## config.mk

```make
export PLATFORM = sky130hd
export DESIGN_NAME = slave_i2c_rx
export DESIGN_NICKNAME = d
export VERILOG_FILES = /design/src/rtl/slave_i2c_rx.sv
export SDC_FILE = /design/constraint.sdc
export NUM_CORES = 1
export LEC_CHECK = 0
export BUFFER_PORTS_ARGS = -buffer_cell sky130_fd_sc_hd__buf_2
export CAP_MARGIN = 20
export CORE_UTILIZATION = 37
export CTS_CLUSTER_SIZE = 28
export DETAILED_ROUTE_END_ITERATION = 10
export MAX_ROUTING_LAYER = met4
export SYNTH_ARGS = -nofsm -noshare
export SYNTH_HDL_FRONTEND = slang
export SYNTH_SLANG_ARGS = --single-unit
```

## constraint.sdc

```tcl
create_clock -name clk -period 2.5 [get_ports clk]
set_input_delay 0.5 -clock clk [delete_from_list [all_inputs] [get_ports clk]]
set_output_delay 0.5 -clock clk [all_outputs]
set_load 0.005 [all_outputs]
```

## src/rtl/slave_i2c_rx.sv

```systemverilog
// Receiving end of the I2C-style link: synchronizes SDA/SCL, detects START/STOP,
// shifts in SIZE data bits LSB first plus a pad bit, and emits one-cycle valid/error pulses.
module slave_i2c_rx #(
    parameter int SIZE        = 8,
    parameter int SYNC_STAGES = 2
) (
    input  logic            clk,
    input  logic            reset_n,
    input  logic            SDA,
    input  logic            SCL,
    output logic [SIZE-1:0] data_out,
    output logic            data_valid,
    output logic            frame_err,
    output logic            busy,
    output logic [1:0]      state_o
);

    localparam int CNT_W = $clog2(SIZE + 2);
    localparam logic [CNT_W-1:0] SIZE_C = CNT_W'(SIZE);

    typedef enum logic [1:0] {
        IDLE  = 2'd0,
        RECV  = 2'd1,
        STOPW = 2'd2
    } state_t;

    // Synchronizers and previous samples reset high so release looks like an idle bus.
    logic [SYNC_STAGES-1:0] sda_sync_q, scl_sync_q;
    logic                   sda_p_q, scl_p_q;
    logic                   sda_s, scl_s;

    assign sda_s = sda_sync_q[SYNC_STAGES-1];
    assign scl_s = scl_sync_q[SYNC_STAGES-1];

    always_ff @(posedge clk or negedge reset_n) begin
        if (!reset_n) begin
            sda_sync_q <= '1;
            scl_sync_q <= '1;
            sda_p_q    <= 1'b1;
            scl_p_q    <= 1'b1;
        end else begin
            sda_sync_q <= {sda_sync_q[SYNC_STAGES-2:0], SDA};
            scl_sync_q <= {scl_sync_q[SYNC_STAGES-2:0], SCL};
            sda_p_q    <= sda_s;
            scl_p_q    <= scl_s;
        end
    end

    // SCL must be high in both samples, so an SDA change coinciding with an SCL fall is ignored.
    logic start_ev, stop_ev, rise_ev;
    assign start_ev = scl_p_q & scl_s & sda_p_q & ~sda_s;
    assign stop_ev  = scl_p_q & scl_s & ~sda_p_q & sda_s;
    assign rise_ev  = ~scl_p_q & scl_s;

    state_t            state_q, state_d;
    logic [CNT_W-1:0]  cnt_q, cnt_d;
    logic [SIZE-1:0]   shift_q, shift_d;
    logic              pad_q, pad_d;
    logic [SIZE-1:0]   data_q, data_d;
    logic              valid_q, valid_d;
    logic              err_q, err_d;

    always_ff @(posedge clk or negedge reset_n) begin
        if (!reset_n) begin
            state_q <= IDLE;
            cnt_q   <= '0;
            shift_q <= '0;
            pad_q   <= 1'b0;
            data_q  <= '0;
            valid_q <= 1'b0;
            err_q   <= 1'b0;
        end else begin
            state_q <= state_d;
            cnt_q   <= cnt_d;
            shift_q <= shift_d;
            pad_q   <= pad_d;
            data_q  <= data_d;
            valid_q <= valid_d;
            err_q   <= err_d;
        end
    end

    always_comb begin
        state_d = state_q;
        cnt_d   = cnt_q;
        shift_d = shift_q;
        pad_d   = pad_q;
        data_d  = data_q;
        valid_d = 1'b0;
        err_d   = 1'b0;
        case (state_q)
            IDLE: begin
                if (start_ev) begin
                    state_d = RECV;
                    cnt_d   = '0;
                end
            end
            RECV: begin
                if (start_ev) begin
                    err_d = 1'b1;
                    cnt_d = '0;
                end else if (stop_ev) begin
                    err_d   = 1'b1;
                    state_d = IDLE;
                    cnt_d   = '0;
                end else if (rise_ev) begin
                    if (cnt_q < SIZE_C) begin
                        for (int i = 0; i < SIZE; i++) begin
                            if (cnt_q == CNT_W'(i)) shift_d[i] = sda_s;
                        end
                    end else begin
                        pad_d = sda_s;
                    end
                    cnt_d = cnt_q + CNT_W'(1);
                    if (cnt_q == SIZE_C) state_d = STOPW;
                end
            end
            STOPW: begin
                if (stop_ev) begin
                    if (!pad_q) begin
                        data_d  = shift_q;
                        valid_d = 1'b1;
                    end else begin
                        err_d = 1'b1;
                    end
                    state_d = IDLE;
                    cnt_d   = '0;
                end else if (rise_ev) begin
                    err_d   = 1'b1;
                    state_d = IDLE;
                    cnt_d   = '0;
                end else if (start_ev) begin
                    err_d   = 1'b1;
                    state_d = RECV;
                    cnt_d   = '0;
                end
            end
            default: begin
                state_d = IDLE;
                cnt_d   = '0;
            end
        endcase
    end

    assign data_out   = data_q;
    assign data_valid = valid_q;
    assign frame_err  = err_q;
    assign busy       = (state_q != IDLE);
    assign state_o    = state_q;

endmodule

```

==> impl_results.md, run 1 <==
* Starting utilization of the core area at 38.98%
* Largest net degree at the start of global routing at 32
* H-tree depth at 2
* P_leak at a little under 0.0008 uW
* Startpoint Class: flip-flop
* Post-synth EDFFs at 0
* Avg Cell Area, Syn at around 12 sq um
* Final Critical Period at about 2.1 ns
* Synth-to-Final Area Change at 14.80%
* Clk network pwr share at ~29%
* Register area at roughly 780 sq um
* # DRC at 0
* Reg clk slew, reported paths at around 0.070 ns
* Drt wl/cell at approximately 14 microns
* Synthesized area at ~1400 sq um
* Unique cell type count in the Yosys netlist at 34
* Slowest cell on the critical path: nor3b_1
* CP Capture Type: flip-flop
* First DRT Iteration DRCs at 10
* Slowest cell delay on critical path at 0.46 ns
* RSZ-0062 raised after global routing: false
* Period utilisation layout at a little over four fifths
* Skew-Pair Late Insertion Delay at just under 0.3 ns
* Register area share after synthesis at around 54%
* Port bufs at 16
* CP max FO at 9
* Worst slew pin tran at between 0.6 and 0.7 ns
* Crit path required time at approximately 2.7 ns
* Final worst slack at 0.4112 ns
* First-pass GRT wire length at around 4400 microns
* Final setup violation count at 0
* Clock buffer count from CTS at 5
* Die Ht at 64.34 microns
* Placed instance count at roughly 180
* Num rows at 22
* CTS tree: done
* Most common cell after layout, fill and taps aside: dfrtp_1
* Max-Cap Viols at 0
* Yosys warnings at 0
* Min Hold Slack at approximately 0.24 ns
* Post-cts sizing count at 0
* Placeable Area at around 3700 sq um
* Fmax at between 0.4 and 0.5 GHz
* Grt ovf at 0
* Async set-reset flop share out of synthesis at 100.0%
* Pwr per Cell Area at just over 800 nW/um^2
* Comb pwr share at about 24%
* Layout cells sized above 1 at approximately 37%
* Post-DR vias/cell at between 5 and 6
* Hold WC Path Type: in -> async
* Status: completed
* Initial antenna violation count at 0
* I/O pin count at 17
* Clk_skew at 0.005912 ns
* Fill cell count at approximately 360
* Setup bufs post-CTS at 0
* Die X at 64.34 microns
* Post-synthesis register bit count at 31
* Final wirelength at 2522 microns
* Most frequent cells in the layout: dfrtp_1, mux2_2, buf_2
* Gpl congestion at about 0.9
* Fin nets at roughly 150
* Sw Share at about a third
* Synthesized Nets at around 130
* Max-slew violation count at 0
* HPWL after DPL at 1729 microns
* GRT Total Usage at between 10% and 20%
* Sequential share of power at 47.1%
* Clock sink count at 31
* Placed Instance Area at 1565 sq um
* Clock buffer depth at 2
* Post-place setup slack at 0.4453 ns
* Clk root buf: clkbuf_8
* Max_slew headroom at a little under three fifths
* N_diodes at 0
* Top_reg_cell synth: dfrtp_1
* Crit-path cells: inv_1 -> ha_1 -> nand3b_1 -> nor3b_1 -> nand2_1 -> mux2_2
* Power Internal at 916.5 uW
* Final ANT Viol Nets at 0
* Vias at ~940
* Crit path DAT at 2.26 ns
* Die ar. at approximately 4100 sq um
* Psw at ~420 uW
* Synth Instances at around 120
* # hold bufs at CTS at 0
* Final Hold Fails at 0
* Final TNS setup at 0 ns
* Multi-input logic area at 619.3 sq um
* Fin area at roughly 1700 sq um
* First-pass DRT Iterations at 4
* Layout Cells excl Fill at about 190
* Maximum vdd drop at 0.5175 mV
* Vias in the first global route at about 950
* Setup CP Type: reg -> reg
-- sequential cells by signal, summed over array words and instances, names as in the netlist --
name	cells
cnt_q	4
pad_q	1
data_out	8
sda_p_q	1
state_o	2
frame_err	1
shift_q	8
scl_sync_q	2
scl_p_q	1
data_valid	1
sda_sync_q	2
-- Yosys cell counts (all sizes together) (2+ instances only) --
cell     count  area share [%]
dfstp        6              11
dfrtp       25              44
nor3b        2             1.0
or3          2            0.87
nand2       11             3.0
clkbuf       2            0.61
nand2b       3             1.3
nor2         5             1.3
ha           8             7.0
mux2        17              13
inv          6             1.6
nor3         2            0.70
a2bb2oi      2             1.2
a21oi        4             1.4
o21ai        4             1.4
-- worst max-delay path, delay by kind of cell, from the launching register on --
| family | cells | cell delay, ns |
|---|---|---|
| buffers and inverters | 1 | 0.12 |
| muxes | 1 | 0.29 |
| adders and majority gates | 1 | 0.33 |
| and+or+nand+nor | 3 | 0.81 |
| DFF | 1 | 0.43 |
-- per-stage QoR --
| stage | power, uW | util (%) |
|---|---|---|
| finish | 1341 | 44.74 |
| global placement | 953.5 | 42.44 |
| detailed placement | 961.1 | 42.44 |
| global route | 1432 | 44.74 |
| CTS | 1352 | 44.74 |
| floorplan | 857.0 | - |
-- layout make-up --
cell class / count / share of cell area, %
inverter: 6 / 1.365
multi-input combinational: 76 / 37.53
sequential: 31 / 47.46
clock inverter: 2 / 0.7582
clock buffer: 6 / 4.397
timing repair buffer: 16 / 4.852
tap: 48 / 3.639
-- cell families after synthesis --
logic type / Yosys count / share of synthesized area (%)
AND/OR/NAND/NOR: 34 / 14.62
AO/OA/AOI/OAI: 17 / 8.182
flip-flops: 31 / 54.48
multiplexers: 17 / 13.32
adder cells (fa/ha/maj): 8 / 6.963
buffers and inverters: 9 / 2.436
-- layer usage --
| layer | share of wire, % | GRT usage, % | up-vias |
|---|---|---|---|
| li1 | - | - | 459 |
| met1 | 47 | 17.53 | 448 |
| met2 | 46 | 21.58 | 25 |
| met3 | 4.8 | 5.714 | 6 |
| met4 | 2.4 | 8.889 | 0 |
| met5 | 0 | - | - |
-- final timing paths --
kind                                     from       endpoint  slack [ns]  cells after the start
worst max-delay path               state_o[1]     shift_q[7]        0.41                      6
worst min-delay path                  reset_n      frame_err        0.24                      1
worst max register to register     state_o[1]     shift_q[7]        0.41                      6
worst min register to register  sda_sync_q[0]  sda_sync_q[1]        0.36                      0
max in group asynchronous             reset_n    data_out[7]        1.81                      1
min in group clk                          SCL  scl_sync_q[0]        0.31                      1
-- power by group through the flow --
stage | Clock (uW) | Combinational [uW] | Sequential, uW
6_report | 386 | 323 | 632
5_1_grt | 420 | 370 | 641
4_1_cts | 395 | 325 | 632
3_5_place_dp | 0 | 320 | 641
3_3_place_gp | 0 | 318 | 636
2_1_floorplan | 0 | 235 | 622
No activity file was read; power rests on OpenSTA's default activity.
==> inputs of run 2 (changes only) <==
==> constraint.sdc (replaced) <==
create_clock -name clk -period 1.91 [get_ports clk]
set_input_delay 0.382 -clock clk [delete_from_list [all_inputs] [get_ports clk]]
set_output_delay 0.382 -clock clk [all_outputs]
set_load 0.005 [all_outputs]
==> impl_results.md, run 2 (synthesized netlist as in run 1, its figures left out) <==
* Clock buffer depth at 2 (unchanged)
* Post-place setup slack at 0.1155 ns (was 0.4453 ns)
* Drt wl/cell at 13.29 microns (was 13.63 microns)
* Path depth of the worst reg2reg path at 6 (unchanged)
* First-pass DRT Iterations at 4 (unchanged)
* Most frequent cells in the layout: dfrtp_1, mux2_2, buf_2 (unchanged)
* Period utilisation layout at 94.35% (was 83.55%)
* Worst setup path startpoint: cnt_q[1] (was state_o[1])
* N_diodes at 0 (unchanged)
* Reg-to-reg slack, setup at 0.11 ns (was 0.41 ns)
* Fin nets at 153 (was 148)
* Worst slew pin tran at 0.6618 ns (was 0.6731 ns)
* Port bufs at 16 (unchanged)
* CP Capture Type: flip-flop (unchanged)
* First-pass GRT wire length at 4305 microns (was 4416 microns)
* Slowest cell delay on critical path at 0.43 ns (was 0.46 ns)
* # hold bufs at CTS at 0 (unchanged)
* Slowest cell on the critical path: dfrtp_1 (was nor3b_1)
* Clk_skew at 0.004405 ns (was 0.005912 ns)
* Die ar. at 4139 sq um (unchanged)
* Final TNS setup at 0 ns (unchanged)
* Hold WC Path Type: in -> async (unchanged)
* Clock buffer count from CTS at 5 (unchanged)
* CP max FO at 5 (was 9)
* Vias at 978 (was 938)
* Crit path DAT at 1.96 ns (was 2.26 ns)
* RSZ-0062 raised after global routing: false (unchanged)
* Fmax at 0.5549 GHz (was 0.4788 GHz)
* Max-Cap Viols at 0 (unchanged)
* CTS tree: done (unchanged)
* Clock sink count at 31 (unchanged)
* Layout cells sized above 1 at 39.44% (was 37.23%)
* Vias in the first global route at 971 (was 951)
* I/O pin count at 17 (unchanged)
* Setup bufs post-CTS at 0 (unchanged)
* Final worst slack at 0.1080 ns (was 0.4112 ns)
* Max_slew headroom at 55.88% (was 55.13%)
* Die X at 64.34 microns (unchanged)
* Synth-to-Final Area Change at 17.49% (was 14.80%)
* Final setup violation count at 0 (unchanged)
* Maximum vdd drop at 0.4928 mV (was 0.5175 mV)
* Max-slew violation count at 0 (unchanged)
* Pwr per Cell Area at 1044 nW/um^2 (was 812.6 nW/um^2)
* Crit-path cells: inv_1 -> ha_1 -> and4bb_2 -> o21ai_0 -> nor3_1 -> a311o_1 (was inv_1 -> ha_1 -> nand3b_1 -> nor3b_1 -> nand2_1 -> mux2_2)
* Initial antenna violation count at 0 (unchanged)
* Fill cell count at 360 (was 361)
* Reg clk slew, reported paths at 0.06 ns (was 0.07 ns)
* Status: completed (unchanged)
* Placeable Area at 3689 sq um (unchanged)
* Final Hold Fails at 0 (unchanged)
* First DRT Iteration DRCs at 11 (was 10)
* Die Ht at 64.34 microns (unchanged)
* Power, Total at 1764 uW (was 1341 uW)
* Startpoint Class: flip-flop (unchanged)
* GRT Total Usage at 14.26% (was 14.94%)
* Origin of the critical flop-to-flop path: cnt_q[1] (was state_o[1])
* Largest net degree at the start of global routing at 32 (unchanged)
* Setup CP Type: reg -> reg (unchanged)
* Gpl congestion at 0.8302 (was 0.9175)
* Starting utilization of the core area at 38.98% (unchanged)
* Final wirelength at 2525 microns (was 2522 microns)
* Most common cell after layout, fill and taps aside: dfrtp_1 (unchanged)
* CP endpoint: state_o[1] (was shift_q[7])
* H-tree depth at 2 (unchanged)
* Final Critical Period at 1.802 ns (was 2.089 ns)
* Final ANT Viol Nets at 0 (unchanged)
* Post-DR vias/cell at 5.147 (was 5.070)
* P_leak at 0.0008152 uW (was 0.0007871 uW)
* HPWL after DPL at 1855 microns (was 1729 microns)
* Num rows at 22 (unchanged)
* Clk root buf: clkbuf_8 (unchanged)
* Skew-Pair Late Insertion Delay at 0.27 ns (was 0.29 ns)
* # DRC at 0 (unchanged)
* Grt ovf at 0 (unchanged)
* Reg-to-reg endpoint: state_o[1] (was shift_q[7])
* Crit path required time at 2.07 ns (was 2.68 ns)
[run 2: cell count changes in the layout (fill, tap and decap cells not counted), sizes merged]
cell      before  now
buf           16   21
clkbuf         6    7
clkinvlp       1    0
[run 2: worst min path at each step]
| stage | from | endpoint | slack, ns | depth (start not counted) |
|---|---|---|---|---|
| 4_1_cts | reset_n | frame_err | 0.15 | 1 |
| 6_report | reset_n | frame_err | 0.13 | 1 |
| 3_5_place_dp | scl_sync_q[0] | scl_sync_q[1] | 0.35 | 0 |
| 2_1_floorplan | reset_n | cnt_q[0] | 0.09 | 0 |
| 3_3_place_gp | scl_sync_q[0] | scl_sync_q[1] | 0.35 | 0 |
| 5_1_grt | SDA | sda_sync_q[0] | 0.19 | 1 |
[run 2: power by group]
part / internal (uW) / leakage (uW) / switching [uW] / total (uW)
Combinational: 230 / 0.000366 / 232 / 461
Clock: 255 / 0.0000422 / 222 / 477
Sequential: 746 / 0.000407 / 79.6 / 825
Total: 1230 / 0.000815 / 534 / 1760
[run 2: what timing repair did]
| item | 4_1_cts | 5_1_grt |
|---|---|---|
| endpoints found under the setup margin | 0 | 2 |
| hold endpoints to repair | 0 | 0 |
| gates resized for setup | 0 | 1 |
[run 2: area by class of cell]
class                      instances  area, sq um  area share [%]
multi-input combinational         76        624.3           36.96
timing repair buffer              21        117.6           6.963
sequential                        31        783.3           46.37
tap                               48        60.06           3.556
inverter                           6        22.52           1.333
clock buffer                       7        76.32           4.519
clock inverter                     1        5.005          0.2963
[run 2: worst max-delay path, delay by kind of cell, from the launching register on]
kind	cells	cell delay, ns
buffers and inverters	1	0.11
AO/OA/AOI/OAI	2	0.60
AND/OR/NAND/NOR	2	0.32
flip-flops	1	0.43
adder cells (fa/ha/maj)	1	0.22
[run 2: stage by stage]
step	utilization [%]	std cells	cell area [sq um]	hold WS, ns
after global routing	45.79	190	1689	0.1896
final	45.79	190	1689	0.1336
after global placement	43.45	182	1603	0.3459
after CTS	45.66	190	1684	0.1546
after detailed placement	43.45	182	1603	0.3473
after floorplan	-	116	1438	0.08641
[run 2: layer usage]
layer / track usage (%) / up-vias / wire length (microns)
li1: - / 468 / -
met5: - / - / 0
met2: 22.37 / 18 / 1199
met3: 4.286 / 7 / 90
met4: 5.833 / 0 / 41
met1: 17.07 / 485 / 1193
==> inputs of run 3 (changes only) <==
--- a/config.mk
+++ b/config.mk
@@ -7,7 +7,9 @@
 export LEC_CHECK = 0
 export BUFFER_PORTS_ARGS = -buffer_cell sky130_fd_sc_hd__buf_2
 export CAP_MARGIN = 20
+export CORE_ASPECT_RATIO = 2
 export CORE_UTILIZATION = 37
+export CTS_BUF_LIST = sky130_fd_sc_hd__clkbuf_8
 export CTS_CLUSTER_SIZE = 28
 export DETAILED_ROUTE_END_ITERATION = 10
 export MAX_ROUTING_LAYER = met4
==> impl_results.md, run 3 (synthesized netlist as in run 1, its figures left out) <==
* Status: completed (unchanged)
* Layout cells sized above 1 at 41.38% (was 39.44%)
* Max-Cap Viols at 0 (unchanged)
* CP delay by family, top: simple AND/OR/NAND/NOR gates (was compound AO/OA/AOI/OAI gates)
* Die X at 46.08 microns (was 64.34 microns)
* Final Hold Fails at 0 (unchanged)
* CP endpoint: shift_q[3] (was state_o[1])
* Most common cell after layout, fill and taps aside: dfrtp_1 (unchanged)
* Starting utilization of the core area at 39.43% (was 38.98%)
* GRT Total Usage at 16.40% (was 14.26%)
* # hold bufs at CTS at 0 (unchanged)
* Most frequent cells in the layout: dfrtp_1, mux2_2, buf_2 (unchanged)
* P_leak at 0.0008443 uW (was 0.0008152 uW)
* Port bufs at 16 (unchanged)
* WP depth at 6 (unchanged)
* Final cell utilization of the core at 47.29% (was 45.79%)
* Period utilisation layout at 92.70% (was 94.35%)
* Min Hold Slack at 0.1341 ns (was 0.1336 ns)
* Fill cell count at 371 (was 360)
* Synth-to-Final Area Change at 19.93% (was 17.49%)
* CP Capture Type: flip-flop (unchanged)
* I/O pin count at 17 (unchanged)
* Vias at 979 (was 978)
* Final setup violation count at 0 (unchanged)
* First-pass DRT Iterations at 4 (unchanged)
* Max_slew headroom at 55.12% (was 55.88%)
* Final wirelength at 2735 microns (was 2525 microns)
* RSZ-0062 raised after global routing: false (unchanged)
* # DRC at 0 (unchanged)
* Drt wl/cell at 14.10 microns (was 13.29 microns)
* First-pass GRT wire length at 4698 microns (was 4305 microns)
* CP max FO at 5 (unchanged)
* Final ANT Viol Nets at 0 (unchanged)
* Startpoint Class: flip-flop (unchanged)
* Crit-path cells: inv_1 -> ha_1 -> nand3b_1 -> nor3_1 -> nand2_1 -> mux2_2 (was inv_1 -> ha_1 -> and4bb_2 -> o21ai_0 -> nor3_1 -> a311o_1)
* Path depth of the worst reg2reg path at 6 (unchanged)
* Die ar. at 4154 sq um (was 4139 sq um)
* Final TNS setup at 0 ns (unchanged)
* Fin nets at 156 (was 153)
* Hold WC Path Type: in -> async (unchanged)
* Largest net degree at the start of global routing at 32 (unchanged)
* Placeable Area at 3646 sq um (was 3689 sq um)
* Fmax at 0.5648 GHz (was 0.5549 GHz)
* Pwr per Cell Area at 1066 nW/um^2 (was 1044 nW/um^2)
* H-tree depth at 2 (unchanged)
* Die Ht at 90.15 microns (was 64.34 microns)
* Setup CP Type: reg -> reg (unchanged)
* Reg-to-reg endpoint: shift_q[3] (was state_o[1])
* Power, Total at 1837 uW (was 1764 uW)
* Slowest cell on the critical path: dfrtp_1 (unchanged)
* Final Critical Period at 1.771 ns (was 1.802 ns)
* Initial antenna violation count at 0 (unchanged)
* Grt ovf at 0 (unchanged)
* Max-slew violation count at 0 (unchanged)
* Reg clk slew, reported paths at 0.06 ns (about the same)
* CTS tree: done (unchanged)
* N_diodes at 0 (unchanged)
* Clk_skew at 0.004810 ns (was 0.004405 ns)
* Clock buffer count from CTS at 5 (unchanged)
* Clk root buf: clkbuf_8 (unchanged)
* Vias in the first global route at 1011 (was 971)
* Worst slew pin tran at 0.6731 ns (was 0.6618 ns)
* Crit path required time at 2.08 ns (was 2.07 ns)
* Slowest cell delay on critical path at 0.42 ns (was 0.43 ns)
* Gpl congestion at 0.9484 (was 0.8302)
* Reg-to-reg slack, setup at 0.14 ns (was 0.11 ns)
* Post-DR vias/cell at 5.046 (was 5.147)
* Clock buffer depth at 2 (unchanged)
* Num rows at 31 (was 22)
* First DRT Iteration DRCs at 14 (was 11)
* Maximum vdd drop at 0.5647 mV (was 0.4928 mV)
* Crit path DAT at 1.94 ns (was 1.96 ns)
* Worst setup path startpoint: state_o[1] (was cnt_q[1])
* HPWL after DPL at 2072 microns (was 1855 microns)
* Skew-Pair Late Insertion Delay at 0.28 ns (was 0.27 ns)
* Clock sink count at 31 (unchanged)
* Buf+Inv Stages, Crit Path at 1 (unchanged)
* Origin of the critical flop-to-flop path: state_o[1] (was cnt_q[1])
run 3: changes by cell type in the layout (fill, tap and decap cells not counted):
cell / change
buf_4: +3
clkbuf_1: -2
o21ai_0: -1
inv_1: +1
nor3b_2: -1
o21ai_1: +1
nor3b_1: +1
a221oi_1: -1
clkbuf_8: +1
a221oi_2: +1
run 3: cell type report:
class	count	area, sq um	area share [%]
clock buffer	6	82.58	4.790
clock inverter	2	8.758	0.5080
inverter	6	22.52	1.306
multi-input combinational	76	625.6	36.28
sequential	31	783.3	45.43
tap	49	61.31	3.556
timing repair buffer	24	140.1	8.128
run 3: report_power, final:
group	internal, uW	switching (uW)
clock network	285	231
registers	745	65.0
logic	255	256
run 3: how the worst min path moves through the flow:
stage / from / endpoint / cells after the start
2_1_floorplan: reset_n / cnt_q[0] / 0
3_3_place_gp: sda_sync_q[0] / sda_sync_q[1] / 0
3_5_place_dp: scl_sync_q[0] / scl_sync_q[1] / 0
4_1_cts: reset_n / frame_err / 1
5_1_grt: SDA / sda_sync_q[0] / 1
6_report: reset_n / frame_err / 1
run 3: worst register-to-register path: cells and delay by family, from the launching register on:
family | cells | cell delay [ns]
AND/OR/NAND/NOR | 3 | 0.66
flip-flops | 1 | 0.42
multiplexers | 1 | 0.28
adder cells (fa/ha/maj) | 1 | 0.19
buffers and inverters | 1 | 0.12
run 3: repair_timing:
| action | 4_1_cts | 5_1_grt |
|---|---|---|
| resized for setup | 0 | 2 |
| setup buffers | 0 | 1 |
| setup endpoints to repair | 0 | 5 |
run 3: layer usage:
metal / share of wire [%] / vias up / GRT usage, %
met5: 0 / - / -
met4: 2.4 / 0 / 7.353
met3: 2.8 / 6 / 4.217
met2: 59 / 15 / 28.17
met1: 36 / 491 / 16.03
li1: - / 467 / -
run 3: per-stage QoR:
stage                     cell area (sq um)  cells  setup WS (ns)
after floorplan                        1438    116         0.1319
after global placement                 1619    185         0.1510
after detailed placement               1619    185        0.07265
after CTS                              1710    193        0.05143
after global routing                   1724    194      0.0003135
final                                  1724    194         0.1395
